<file path="config.mk">
export PLATFORM = sky130hd
export DESIGN_NAME = dffram_arbiter
export DESIGN_NICKNAME = d
export VERILOG_FILES = /design/src/rtl/dffram_arb_pkg.sv /design/src/rtl/dffram_arbiter_rr_arb2.sv /design/src/rtl/dffram_arbiter.sv
export SDC_FILE = /design/constraint.sdc
export NUM_CORES = 1
export LEC_CHECK = 0
export CORE_MARGIN = 10
export CORE_UTILIZATION = 35
export DETAILED_ROUTE_END_ITERATION = 10
export PLACE_DENSITY = 0.87
export SLEW_MARGIN = 25
export SYNTH_ARGS = -nofsm -noshare
export SYNTH_HDL_FRONTEND = slang
export SYNTH_SLANG_ARGS = --single-unit
</file>
<file path="constraint.sdc">
create_clock -name clk -period 5.45 [get_ports clk]
set_input_delay 0.8175 -clock clk [delete_from_list [all_inputs] [get_ports clk]]
set_output_delay 0.8175 -clock clk [all_outputs]
set_load 0.01 [all_outputs]
</file>
<file path="src/rtl/dffram_arb_pkg.sv">
// dffram_arb_pkg: shared types and RAM geometry for the DFFRAM arbiter
package dffram_arb_pkg;
  typedef enum logic {INIT, RUN} state_e;
  localparam int RAM_DEPTH = 256;
  localparam int RAM_AW = 8;
  typedef logic port_id_t;
endpackage

</file>
<file path="src/rtl/dffram_arbiter_rr_arb2.sv">
// rr_arb2: two-way round-robin arbiter with a bounded grant lock
module rr_arb2
  import dffram_arb_pkg::*;
#(
  parameter int MAX_LOCK = 16
) (
  input  logic       clk,
  input  logic       rst,
  input  logic       en,
  input  logic [1:0] valid,
  input  logic [1:0] lock,
  output logic [1:0] grant
);
  port_id_t last_grant, lock_owner, win;
  logic lock_act, any;
  logic [7:0] lock_cnt, base_cnt;
  always_comb begin
    any = en && |valid;
    win = valid[1] && (!valid[0] || (lock_act ? lock_owner : !last_grant));
    grant = any ? (win ? 2'b10 : 2'b01) : 2'b00;
    base_cnt = (lock_act && lock_owner == win) ? lock_cnt : 8'd0;
  end
  always_ff @(posedge clk)
    if (rst) begin
      last_grant <= 1'b1;
      lock_owner <= 1'b0;
      lock_act <= 1'b0;
      lock_cnt <= 8'd0;
    end else if (any) begin
      last_grant <= win;
      if (lock[win] && ({1'b0, base_cnt} + 9'd1 < 9'(MAX_LOCK))) begin
        lock_act <= 1'b1;
        lock_owner <= win;
        lock_cnt <= base_cnt + 8'd1;
      end else begin
        lock_act <= 1'b0;
        lock_owner <= 1'b0;
        lock_cnt <= 8'd0;
      end
    end else if (lock_act && !valid[lock_owner]) begin
      lock_act <= 1'b0;
      lock_owner <= 1'b0;
      lock_cnt <= 8'd0;
    end
endmodule

</file>
<file path="src/rtl/dffram_arbiter.sv">
// dffram_arbiter: shares one RAM256 between two requesters with an init sweep
module dffram_arbiter
  import dffram_arb_pkg::*;
#(
  parameter int WSIZE = 2,
  parameter bit INIT_EN = 1'b1,
  parameter logic [8*WSIZE-1:0] INIT_VALUE = '0,
  parameter int MAX_LOCK = 16
) (
  input  logic                 clk,
  input  logic                 rst,
  output logic                 busy,
  input  logic                 r0_valid,
  output logic                 r0_ready,
  input  logic                 r0_lock,
  input  logic [WSIZE-1:0]     r0_we,
  input  logic [RAM_AW-1:0]    r0_addr,
  input  logic [8*WSIZE-1:0]   r0_wdata,
  output logic                 r0_rvalid,
  output logic [8*WSIZE-1:0]   r0_rdata,
  input  logic                 r1_valid,
  output logic                 r1_ready,
  input  logic                 r1_lock,
  input  logic [WSIZE-1:0]     r1_we,
  input  logic [RAM_AW-1:0]    r1_addr,
  input  logic [8*WSIZE-1:0]   r1_wdata,
  output logic                 r1_rvalid,
  output logic [8*WSIZE-1:0]   r1_rdata,
  output logic                 ram_en,
  output logic [WSIZE-1:0]     ram_we,
  output logic [RAM_AW-1:0]    ram_a,
  output logic [8*WSIZE-1:0]   ram_di,
  input  logic [8*WSIZE-1:0]   ram_do
);
  state_e state, state_nx;
  logic [RAM_AW-1:0] init_addr;
  logic [1:0] grant;
  logic run, sweep;
  assign run = !rst && state == RUN;
  assign sweep = !rst && state == INIT;
  assign busy = rst ? INIT_EN : state == INIT;
  assign r0_ready = grant[0];
  assign r1_ready = grant[1];
  assign r0_rdata = ram_do;
  assign r1_rdata = ram_do;
  rr_arb2 #(.MAX_LOCK(MAX_LOCK)) u_arb (
    .clk(clk), .rst(rst), .en(run),
    .valid({r1_valid, r0_valid}), .lock({r1_lock, r0_lock}), .grant(grant)
  );
  always_ff @(posedge clk)
    if (rst) begin
      state <= INIT_EN ? INIT : RUN;
      init_addr <= '0;
      r0_rvalid <= 1'b0;
      r1_rvalid <= 1'b0;
    end else begin
      state <= state_nx;
      init_addr <= state == INIT ? init_addr + 8'd1 : init_addr;
      r0_rvalid <= grant[0] && r0_we == '0;
      r1_rvalid <= grant[1] && r1_we == '0;
    end
  always_comb begin
    state_nx = (sweep && init_addr == RAM_AW'(RAM_DEPTH - 1)) ? RUN : state;
    ram_en = sweep || (run && |grant);
    ram_we = sweep ? '1 : grant[1] ? r1_we : grant[0] ? r0_we : '0;
    ram_a = sweep ? init_addr : grant[1] ? r1_addr : grant[0] ? r0_addr : '0;
    ram_di = sweep ? INIT_VALUE : grant[1] ? r1_wdata : grant[0] ? r0_wdata : '0;
  end
endmodule

</file>
* Word level (Yosys, flattened, before mapping)
Cells that the tools add are included.
Word-level totals: bits in registers 22, bits of input ports 74, output and inout port bits 64, word-level logic and storage cells 65
Cells by class: $add $sub $neg 3, $lt $le $gt $ge 3, equality and inequality tests 2, mux-type cells 26, bitwise logic cells 1, reduce and logical (&&, ||, !) cells 22
Operator list (number):
- two-way mux 8 bit | 7
- two-way mux 16 bit | 3
- adder 8 x 1 -> 8 bit, second input constant | 2
- logical AND 1 bit | 11
- two-way mux 1 bit | 11
- two-way mux 2 bit | 5
- adder 8 x 1 -> 9 bit, second input constant | 1
- < comparator 9 x 5 -> 1 bit, second input constant | 1
- == test 8 bit, second input constant | 1
- logical NOT 1 bit | 4
- logical NOT 2 bit | 2
- < comparator 1 x 2 -> 1 bit, second input constant | 2
- OR reduction 2 bit | 2
- logical OR 1 bit | 2
- nonzero test 2 bit | 1
- == test 1 bit | 1
- inverter 1 bit | 1

* Depth between registers and ports, before layout
Gate-level depths: netlist of the first run.
depth after elaboration 12, gate-level depth with buffers 10

* Modules after synthesis
Synthesis of the first run repeated with hierarchy kept, for this count alone.
Second synthesis, totals: cells, all modules 226, area total of the unflattened synthesis 1740.4 um2
By module, submodules not included:
- dffram_arbiter | times used 1, cells each 152, area each 1123.6 um2, sequential area each 220.2 um2
- rr_arb2 | times used 1, cells each 74, area each 616.8 um2, sequential area each 220.2 um2

* Worst setup path before layout of the first run
Ideal clock, no wire load.
path kind in2out, start point in rst, end point out ram_di[10], arrival 1.903 ns, slack 2.730 ns, stages 6, cell sequence buf_2 -> nor2b_4 -> nand2_1 -> nor2_2 -> buf_2 -> a22o_1
Between the ends: cells in the longest elaborated chain, start to end 7, elaborated cells between the ends (all ways) 8
Ends and longest elaborated chain:
- start: declaration | line dffram_arbiter.sv:11 | input logic rst,
- logical NOT 1 bit | line dffram_arbiter.sv:39 | assign run = !rst && state == RUN;
- logical AND 1 bit | line dffram_arbiter.sv:39
- logical AND 1 bit | line dffram_arbiter_rr_arb2.sv:18 | any = en && |valid;
- two-way mux 2 bit | line dffram_arbiter_rr_arb2.sv:20 | grant = any ? (win ? 2'b10 : 2'b01) : 2'b00;
- named net r0_ready | line dffram_arbiter.sv:14 | output logic r0_ready,
- two-way mux 16 bit (3 in a row) | line dffram_arbiter.sv:67 | ram_di = sweep ? INIT_VALUE : grant[1] ? r1_wdata : grant[0] ? r0_wdata : '0;
- end: declaration | line dffram_arbiter.sv:32 | output logic [8*WSIZE-1:0] ram_di,
The timed path passes the listed nets, and every way through them passes these cells.

* Final worst setup path of the first run
start point in rst, end point out ram_we[0]
Between the ends: cells in the longest elaborated chain, start to end 7, elaborated cells between the ends (all ways) 8
Ends and longest elaborated chain:
- logical NOT 1 bit (*) | line dffram_arbiter.sv:39, dffram_arbiter.sv:40
- logical AND 1 bit | line dffram_arbiter.sv:39
- logical AND 1 bit | line dffram_arbiter_rr_arb2.sv:18
- two-way mux 2 bit | line dffram_arbiter_rr_arb2.sv:20
- two-way mux 2 bit (2 in a row) | line dffram_arbiter.sv:65 | ram_we = sweep ? '1 : grant[1] ? r1_we : grant[0] ? r0_we : '0;
- two-way mux 2 bit (*) | line dffram_arbiter.sv:65
- end: declaration | line dffram_arbiter.sv:30 | output logic [WSIZE-1:0] ram_we,
Mark *: on every way between the ends. The rest lies on a longest branch, timed or not.

==> metrics.txt, run 1 <==
Post-CTS Setup Bufs=0; Syn Nets=261; Post-CTS Resized=0; cts hold-fix bufs=0; Top Ports=138; Hold WS=0.469 ns; # nets final=318; clock network fraction of total power=0.337; final slew viol count=0; Setup TNS Final=0 ns; flops & latches, synth=22; post-synthesis async set-or-reset flop share=0; antenna violations before repair=0; Startpoint Class=input port; DR vias=1,531; post-synthesis sequential area ratio=0.271; Post-Layout Inst Area=2380 um^2; Static Leakage=0.911 nW; Hold Vio Cnt, Final=0; total die area=7780 um^2; clk_lat worst skew=0.27 ns; number of buffers added on ports=89; count of maximum capacitance violations=0; Hold Path Depth=1; HP Class=reg2reg; GRT overflow=0; Layout area overhead=46.5%; Routed WL=5.12 mm; period utilisation layout=0.751; crit path cell chain=clkdlybuf4s50_1 > buf_4 > nor2b_4 > inv_2 > a311oi_4 > buf_4 > a221o_1 > clkdlybuf4s50_1; Crit Path Max Fanout=19; pre-CTS setup slack=1.34 ns; CTS tree=yes; post-route ant nets=0; Pint=0.000273 W; CP arrival=3.27 ns; Fillers=390; Via density=5.23; RSZ-0062 raised after global routing=false; clock buffer count from CTS=3; combinational share of power=0.192; Switching Power=0.0000770 W; synth warn=0; total power=0.000350 W; Post-synth EDFFs=0; clock skew=0.00274 ns; worst stage delay on the critical path=0.56 ns; GR Util All Layers=0.121; Distinct cells, synth=50; Rel. slew slack=0.418; Root Buffer=clkbuf_8; Setup WS post-layout=1.36 ns; synthesized area=1630 um^2; drc violations=0; Final Setup Violations=0; Tmin final=4.09 ns; Mapped Cells=185; hpwl dp=4.21 mm; DRT Pass-1 Iters=7; VDD IR-drop max=0.123 mV; CP max stage cell=a311oi_4; Iter 0 DRT Violations=66; clock buffer depth=2; part of the power in registers=0.472; clock transition at the registers of the reported paths=0.08 ns; drt wl/cell=17.5 um; H-Tree Depth=1; # clock sinks=22; fmax=0.244 GHz; ant diodes=0; Crit path required time=4.63 ns; syn avg cell area=8.80 um^2; placed cell areas=2330 um^2; gp weighted congestion=0.822; die span in y=88.2 um; pwr dens=147 nW/um^2; number of global-route vias before repair=1,547; Initial Util=0.369; pin count of the biggest net entering global routing=24; first-pass GRT wire length=7.78 mm; layout cells sized above 1=0.112; Core ar.=4410 um^2; Reg2Reg Depth=9; die width=88.2 um; worst slew pin tran=0.872 ns; FP Rows=24; outcome=complete, no violations; crit path capture type=primary output; Synth Flop Type=dfxtp_1; WS Path Type=in2out; Switching Fraction=0.220
[power by group through the flow]
stage | logic [W] | registers (W) | clock network, W
2_1_floorplan | 0.0000401 | 0.000168 | 0
3_3_place_gp | 0.0000666 | 0.000169 | 0
3_5_place_dp | 0.0000672 | 0.000169 | 0
4_1_cts | 0.0000677 | 0.000165 | 0.000120
5_1_grt | 0.0000720 | 0.000166 | 0.000128
6_report | 0.0000672 | 0.000165 | 0.000118
[cells in the mapped netlist, types with 2 or more instances]
master,instances,area (um^2)
a21oi_1,4,20.0
a31oi_1,2,12.5
and2_1,5,31.3
o21ba_2,2,20.0
ha_1,2,25.0
buf_4,33,248
nor3b_2,2,25.0
a221o_1,3,30.0
nor2_2,2,12.5
buf_2,5,25.0
or3_1,2,12.5
a22o_2,2,20.0
o21ai_0,3,15.0
nand2_1,8,30.0
xor2_1,4,35.0
a222oi_1,8,80.1
nor3_1,3,15.0
a21boi_0,2,15.0
a22o_1,16,140
nand3_1,4,20.0
dfxtp_1,22,440
inv_1,12,45.0
nor2_1,12,45.0
[cell usage in the layout (no fill, tap or decap), types with 2 or more instances in the layout]
cell type and n:
inv_1 12, nor2_1 12, a22o_1 16, nor3b_2 2
nand2_1 8, a22o_2 2, dfxtp_1 22, o21ba_2 2
or3_1 2, a221o_1 3, a222oi_1 8, buf_4 3
a21boi_0 2, a31oi_1 2, o21ai_0 3, clkbuf_8 4
nor3_1 3, xor2_1 4, clkdlybuf4s50_1 89, a21oi_1 4
and2_1 5, nand3_1 4, nor2_2 2, ha_1 2
[registers in the layout, indices dropped and copies added, names as in the netlist]
signal and cells:
r0_rvalid 1, r1_rvalid 1, u_arb.last_grant 1, u_arb.lock_act 1, init_addr 8, u_arb.lock_owner 1, state 1, u_arb.lock_cnt 8
[worst paths after layout]
path                                         from                 to  slack [ns]
worst min-delay path            u_arb.lock_cnt[7]  u_arb.lock_cnt[7]        0.47
worst min register to register  u_arb.lock_cnt[7]  u_arb.lock_cnt[7]        0.47
worst max register to register   u_arb.lock_owner  u_arb.lock_cnt[2]        3.10
worst max-delay path                          rst          ram_we[0]        1.36
[logic make-up (layout without fill, tap and decap cells)]
kind of cell,Yosys count,in the layout,synth area share
and+or+nand+nor,50,50,0.181
muxes,1,1,0.00615
buffers and inverters,53,109,0.207
adders and majority gates,2,2,0.0154
DFF,22,22,0.271
xor gates and xnor gates,5,5,0.0269
AOI/OAI and AO/OA,52,52,0.294
[final cells by class]
class	count	area, um^2	share of cell area
Inverter	13	48.8	0.0205
Tap cell	52	65.1	0.0273
Sequential cell	22	440	0.185
Timing Repair Buffer	92	913	0.383
Multi-Input combinational cell	110	862	0.361
Clock buffer	4	55.1	0.0231
[worst max-delay path: cells and delay by family]
family | cells | cell delay (ns)
AO/OA/AOI/OAI | 2 | 0.74
AND/OR/NAND/NOR | 1 | 0.16
buffers and inverters | 5 | 1.56
[routing by layer]
metal  GRT usage  routed length [um]  up-vias
met5           0                   0        -
met4      0.0599                 158        0
met3      0.0241                 434       13
met2       0.219                2630       56
met1       0.131                1900      711
li1            -                   -      751
[through the flow]
step,instances,utilization
after floorplan,185,-
after global routing,293,0.540
final,293,0.540
after CTS,293,0.540
after global placement,289,0.528
after detailed placement,289,0.528
(Power assumes the default switching activity.)
==> run 2: changes to the inputs <==
--- a/config.mk
+++ b/config.mk
@@ -6,9 +6,9 @@
 export NUM_CORES = 1
 export LEC_CHECK = 0
 export CORE_MARGIN = 10
-export CORE_UTILIZATION = 35
+export CORE_UTILIZATION = 32
 export DETAILED_ROUTE_END_ITERATION = 10
-export PLACE_DENSITY = 0.87
+export PLACE_DENSITY = 0.81
 export SLEW_MARGIN = 25
 export SYNTH_ARGS = -nofsm -noshare
 export SYNTH_HDL_FRONTEND = slang
==> constraint.sdc (replaced) <==
create_clock -name clk -period 4 [get_ports clk]
set_input_delay 0.6 -clock clk [delete_from_list [all_inputs] [get_ports clk]]
set_output_delay 0.6 -clock clk [all_outputs]
set_load 0.01 [all_outputs]
==> metrics.txt, run 2 (same netlist as run 1, synthesis figures left out) <==
outcome=complete, no violations (unchanged); Setup WS post-layout=0.664 ns (was 1.36 ns); commonest non-fill, non-tap cell in the layout=clkdlybuf4s50_1 (unchanged); CP arrival=2.74 ns (was 3.27 ns); die width=91.3 um (was 88.2 um); CTS tree=yes (unchanged); final slew viol count=0 (unchanged); Via density=5.00 (was 5.23); Core ar.=4820 um^2 (was 4410 um^2); Initial Util=0.338 (was 0.369); Top Ports=138 (unchanged); pwr dens=187 nW/um^2 (was 147 nW/um^2); GRT overflow=0 (unchanged); antenna violations before repair=0 (unchanged); DR vias=1,535 (was 1,531); FP Rows=25 (was 24); Layout area overhead=46.8% (was 46.5%); clk_lat worst skew=0.26 ns (was 0.27 ns); Iter 0 DRT Violations=98 (was 66); Post-CTS Setup Bufs=0 (unchanged); RSZ-0062 raised after global routing=false (unchanged); Startpoint Class=input port (unchanged); Crit path required time=3.40 ns (was 4.63 ns); # nets final=318 (unchanged); Routed WL=4.92 mm (was 5.12 mm); HP Class=reg2reg (unchanged); clock skew=0.00345 ns (was 0.00274 ns); clock buffer depth=2 (unchanged); most frequent cells in the layout=89 x clkdlybuf4s50_1, 22 x dfxtp_1, 16 x a22o_1 (unchanged); gp weighted congestion=0.797 (was 0.822); post-route ant nets=0 (unchanged); cts hold-fix bufs=0 (unchanged); Hold WS=0.465 ns (was 0.469 ns); Reg2Reg Depth=9 (unchanged); top flop regs=init_addr (8), u_arb.lock_cnt (8) (unchanged); ant diodes=0 (unchanged); Rel. slew slack=0.578 (was 0.418); worst slew pin tran=0.631 ns (was 0.872 ns); clock transition at the registers of the reported paths=0.07 ns (was 0.08 ns); Tmin final=3.34 ns; GR Util All Layers=0.109 (was 0.121); die span in y=91.3 um (was 88.2 um); DRT Pass-1 Iters=4 (was 7); Root Buffer=clkbuf_8 (unchanged); layout cells sized above 1=0.108 (was 0.112); VDD IR-drop max=0.140 mV (was 0.123 mV); pre-CTS setup slack=0.668 ns (was 1.34 ns); total power=0.000448 W (was 0.000350 W); crit path capture type=primary output (unchanged); Crit Path Max Fanout=28 (was 19); pin count of the biggest net entering global routing=31 (was 24); clock buffer count from CTS=3 (unchanged); Static Leakage=0.904 nW (was 0.911 nW); fmax=0.300 GHz; hpwl dp=4.08 mm (was 4.21 mm); total die area=8340 um^2 (was 7780 um^2); # clock sinks=22 (unchanged); first-pass GRT wire length=7.75 mm (was 7.78 mm); drt wl/cell=16.0 um (was 17.5 um); count of maximum capacitance violations=0 (unchanged); Final Setup Violations=0 (unchanged); number of buffers added on ports=89 (unchanged); Post-CTS Resized=0 (unchanged); H-Tree Depth=1 (unchanged); drc violations=0 (unchanged); Setup TNS Final=0 ns (unchanged); number of global-route vias before repair=1,543 (was 1,547); period utilisation layout=0.834; Hold Path Depth=1 (unchanged); WS Path Type=in2out (unchanged); Hold Vio Cnt, Final=0 (unchanged)
-- run 2: critical path, cell delays in order --
cell and delay, ns:
clkdlybuf4s50_1 0.62, inv_1 0.15, a21oi_1 0.17, nor2_2 0.05, buf_4 0.21, a222oi_1 0.35, inv_1 0.07, clkdlybuf4s50_1 0.50
-- run 2: through the flow --
stage	cell area (um^2)	cells	utilization
3_5_place_dp	2350	304	0.488
6_report	2390	307	0.496
4_1_cts	2390	307	0.496
2_1_floorplan	1630	185	-
3_3_place_gp	2350	304	0.488
5_1_grt	2390	307	0.496
-- run 2: power breakdown --
| part | leakage (nW) | internal [W] | switching, W |
|---|---|---|---|
| Combinational | 0.705 | 0.0000630 | 0.0000288 |
| Clock | 0.0216 | 0.0000670 | 0.0000641 |
| Sequential | 0.178 | 0.000222 | 0.00000344 |
-- run 2: routing by layer --
metal  vias up  share of wire  wire length (um)  track usage
met5         -              0                 0            0
met4         0         0.0093                46       0.0339
met2        62           0.47              2330        0.184
met1       710           0.46              2250        0.130
met3         6          0.060               296       0.0329
li1        757              -                 -            -
-- run 2: final cells by class --
cell class / instances / area (um^2)
Inverter: 13 / 48.8
Clock buffer: 3 / 41.3
Timing Repair Buffer: 92 / 913
Tap cell: 67 / 83.8
Sequential cell: 22 / 440
Fill cell: 493 / 2430
Multi-Input combinational cell: 110 / 862
-- run 2: final timing paths --
| check | startpoint | end | slack, ns |
|---|---|---|---|
| worst max-delay path | r1_valid | ram_a[7] | 0.66 |
| worst min-delay path | u_arb.lock_cnt[7] | u_arb.lock_cnt[7] | 0.46 |
| worst max register to register | u_arb.lock_owner | u_arb.lock_cnt[2] | 1.64 |
| worst min register to register | u_arb.lock_cnt[7] | u_arb.lock_cnt[7] | 0.46 |
==> run 3: changes to the inputs <==
--- a/config.mk
+++ b/config.mk
@@ -6,9 +6,9 @@
 export NUM_CORES = 1
 export LEC_CHECK = 0
 export CORE_MARGIN = 10
-export CORE_UTILIZATION = 32
+export CORE_UTILIZATION = 29
 export DETAILED_ROUTE_END_ITERATION = 10
-export PLACE_DENSITY = 0.81
+export PLACE_DENSITY = 0.77
 export SLEW_MARGIN = 25
 export SYNTH_ARGS = -nofsm -noshare
 export SYNTH_HDL_FRONTEND = slang
==> constraint.sdc (replaced) <==
create_clock -name clk -period 2.7 [get_ports clk]
set_input_delay 0.405 -clock clk [delete_from_list [all_inputs] [get_ports clk]]
set_output_delay 0.405 -clock clk [all_outputs]
set_load 0.01 [all_outputs]
==> metrics.txt, run 3 (same netlist as run 1, synthesis figures left out) <==
outcome=complete, no violations (unchanged); layout cells sized above 1=0.171 (was 0.108); FP Rows=27 (was 25); pwr dens=310 nW/um^2 (was 187 nW/um^2); die width=94.9 um (was 91.3 um); first-pass GRT wire length=8.05 mm (was 7.75 mm); worst path bufs/invs=4 (was 5); Inst Count DP=324 (was 304); worst stage delay on the critical path=0.56 ns (was 0.62 ns); drt wl/cell=16.1 um (was 16.0 um); cts hold-fix bufs=0 (unchanged); Top Ports=138 (unchanged); clock buffer depth=2 (unchanged); DR vias=1,615 (was 1,535); gp weighted congestion=0.793 (was 0.797); hpwl dp=4.39 mm (was 4.08 mm); # clock sinks=22 (unchanged); Final Util=0.463 (was 0.496); die span in y=94.9 um (was 91.3 um); worst slew pin tran=0.435 ns (was 0.631 ns); Stages on worst setup path=6 (was 8); count of maximum capacitance violations=0 (unchanged); period utilisation layout=0.965; CP max stage cell=clkdlybuf4s50_1 (unchanged); Rel. slew slack=0.710 (was 0.578); clock transition at the registers of the reported paths=0.08 ns (was 0.07 ns); pin count of the biggest net entering global routing=23 (was 31); commonest non-fill, non-tap cell in the layout=clkdlybuf4s50_1 (unchanged); post-route ant nets=0 (unchanged); RSZ-0062 raised after global routing=false (unchanged); Crit path required time=2.30 ns (was 3.40 ns); Worst setup startpoint=rst (was r1_valid); Root Buffer=clkbuf_8 (unchanged); WS Path Type=in2out (unchanged); CP arrival=2.20 ns (was 2.74 ns); Setup TNS Final=0 ns (unchanged); top flop regs=init_addr (8), u_arb.lock_cnt (8) (unchanged); Via density=4.91 (was 5.00); clk_lat worst skew=0.27 ns (was 0.26 ns); GR Util All Layers=0.108 (was 0.109); Reg2Reg Depth=9 (unchanged); most used cell, CP=clkdlybuf4s50_1; multi-input logic area=865 um^2 (was 862 um^2); Final Setup Violations=0 (unchanged); Routed WL=5.31 mm (was 4.92 mm); Worst R2R Setup Slack=0.46 ns (was 1.64 ns); final cell count without fillers=329 (was 307); CTS tree=yes (unchanged); Static Leakage=1.12 nW (was 0.904 nW); # nets final=334 (was 318); RR Endpoint=u_arb.lock_cnt[2] (unchanged); Reg-to-Reg Start=u_arb.lock_owner (unchanged); clock buffer count from CTS=3 (unchanged); Tmin final=2.61 ns; number of global-route vias before repair=1,636 (was 1,543); Initial Util=0.297 (was 0.338); HP Class=reg2reg (unchanged); final slew viol count=0 (unchanged); Fillers=533 (was 493); antenna violations before repair=0 (unchanged); Iter 0 DRT Violations=105 (was 98); crit path capture type=primary output (unchanged); H-Tree Depth=1 (unchanged); crit path cell chain=clkdlybuf4s50_1 > nor2b_4 > inv_2 > a311oi_4 > buf_6 > clkdlybuf4s50_1 (was clkdlybuf4s50_1 > inv_1 > a21oi_1 > nor2_2 > buf_4 > a222oi_1 > inv_1 > clkdlybuf4s50_1); Startpoint Class=input port (unchanged); VDD IR-drop max=0.187 mV (was 0.140 mV); Crit Path Max Fanout=17 (was 28); drc violations=0 (unchanged); clock skew=0.00272 ns (was 0.00345 ns); number of buffers added on ports=89 (unchanged); cell family with most CP delay=buffers and inverters (unchanged); Layout area overhead=55.7% (was 46.8%); GRT overflow=0 (unchanged); fmax=0.384 GHz; Sequential cell area=440 um^2 (unchanged); total die area=9010 um^2 (was 8340 um^2); Hold Vio Cnt, Final=0 (unchanged); ant diodes=0 (unchanged); DRT Pass-1 Iters=4 (unchanged); crit path capture=r1_ready (was ram_a[7]); Hold WS=0.471 ns (was 0.465 ns); most frequent cells in the layout=62 x clkdlybuf4s50_1, 27 x dlygate4sd2_1, 22 x dfxtp_1 (was 89 x clkdlybuf4s50_1, 22 x dfxtp_1, 16 x a22o_1); Core ar.=5470 um^2 (was 4820 um^2)
==> run 3: through the flow <==
stage,instance area (um^2),worst slack (ns),total power (W)
floorplan,1630,0.605,0.000420
global placement,2480,-0.0873,0.000479
detailed placement,2480,-0.146,0.000482
CTS,2530,0.0762,0.000789
global route,2530,0.0260,0.000811
finish,2530,0.0938,0.000785
==> run 3: worst min path at each step <==
stage	cells after the start	startpoint	slack, ns	end
after detailed placement	1	u_arb.lock_cnt[6]	0.45	u_arb.lock_cnt[6]
after floorplan	1	u_arb.lock_cnt[7]	0.43	u_arb.lock_cnt[7]
after CTS	1	u_arb.lock_cnt[6]	0.47	u_arb.lock_cnt[6]
after global routing	1	u_arb.lock_cnt[6]	0.50	u_arb.lock_cnt[6]
final	1	u_arb.lock_cnt[6]	0.47	u_arb.lock_cnt[6]
after global placement	1	u_arb.lock_cnt[7]	0.44	u_arb.lock_cnt[7]
==> run 3: area by class of cell <==
cell class | count | share of cell area
clock buffer | 3 | 0.0163
clock inverter | 1 | 0.0118
inverter | 13 | 0.0192
multi-input combinational | 110 | 0.341
sequential | 22 | 0.174
tap | 72 | 0.0355
timing repair buffer | 108 | 0.402
==> run 3: routing by layer <==
layer / vias up / routed length [um] / global-route usage
li1: 788 / - / -
met1: 738 / 2140 / 0.123
met2: 79 / 2660 / 0.193
met3: 10 / 433 / 0.0246
met4: 0 / 72 / 0.0374
met5: - / 0 / 0
==> run 3: timing repair <==
action                     4_1_cts  5_1_grt
setup endpoints to repair       26        0
buffers inserted                 1        0
hold endpoints to repair         0        0
gates resized for setup         30        0
==> run 3: report_power, final <==
group | switching [W] | internal (W)
Clock | 0.000116 | 0.000198
Combinational | 0.0000432 | 0.0000946
Sequential | 0.00000500 | 0.000328
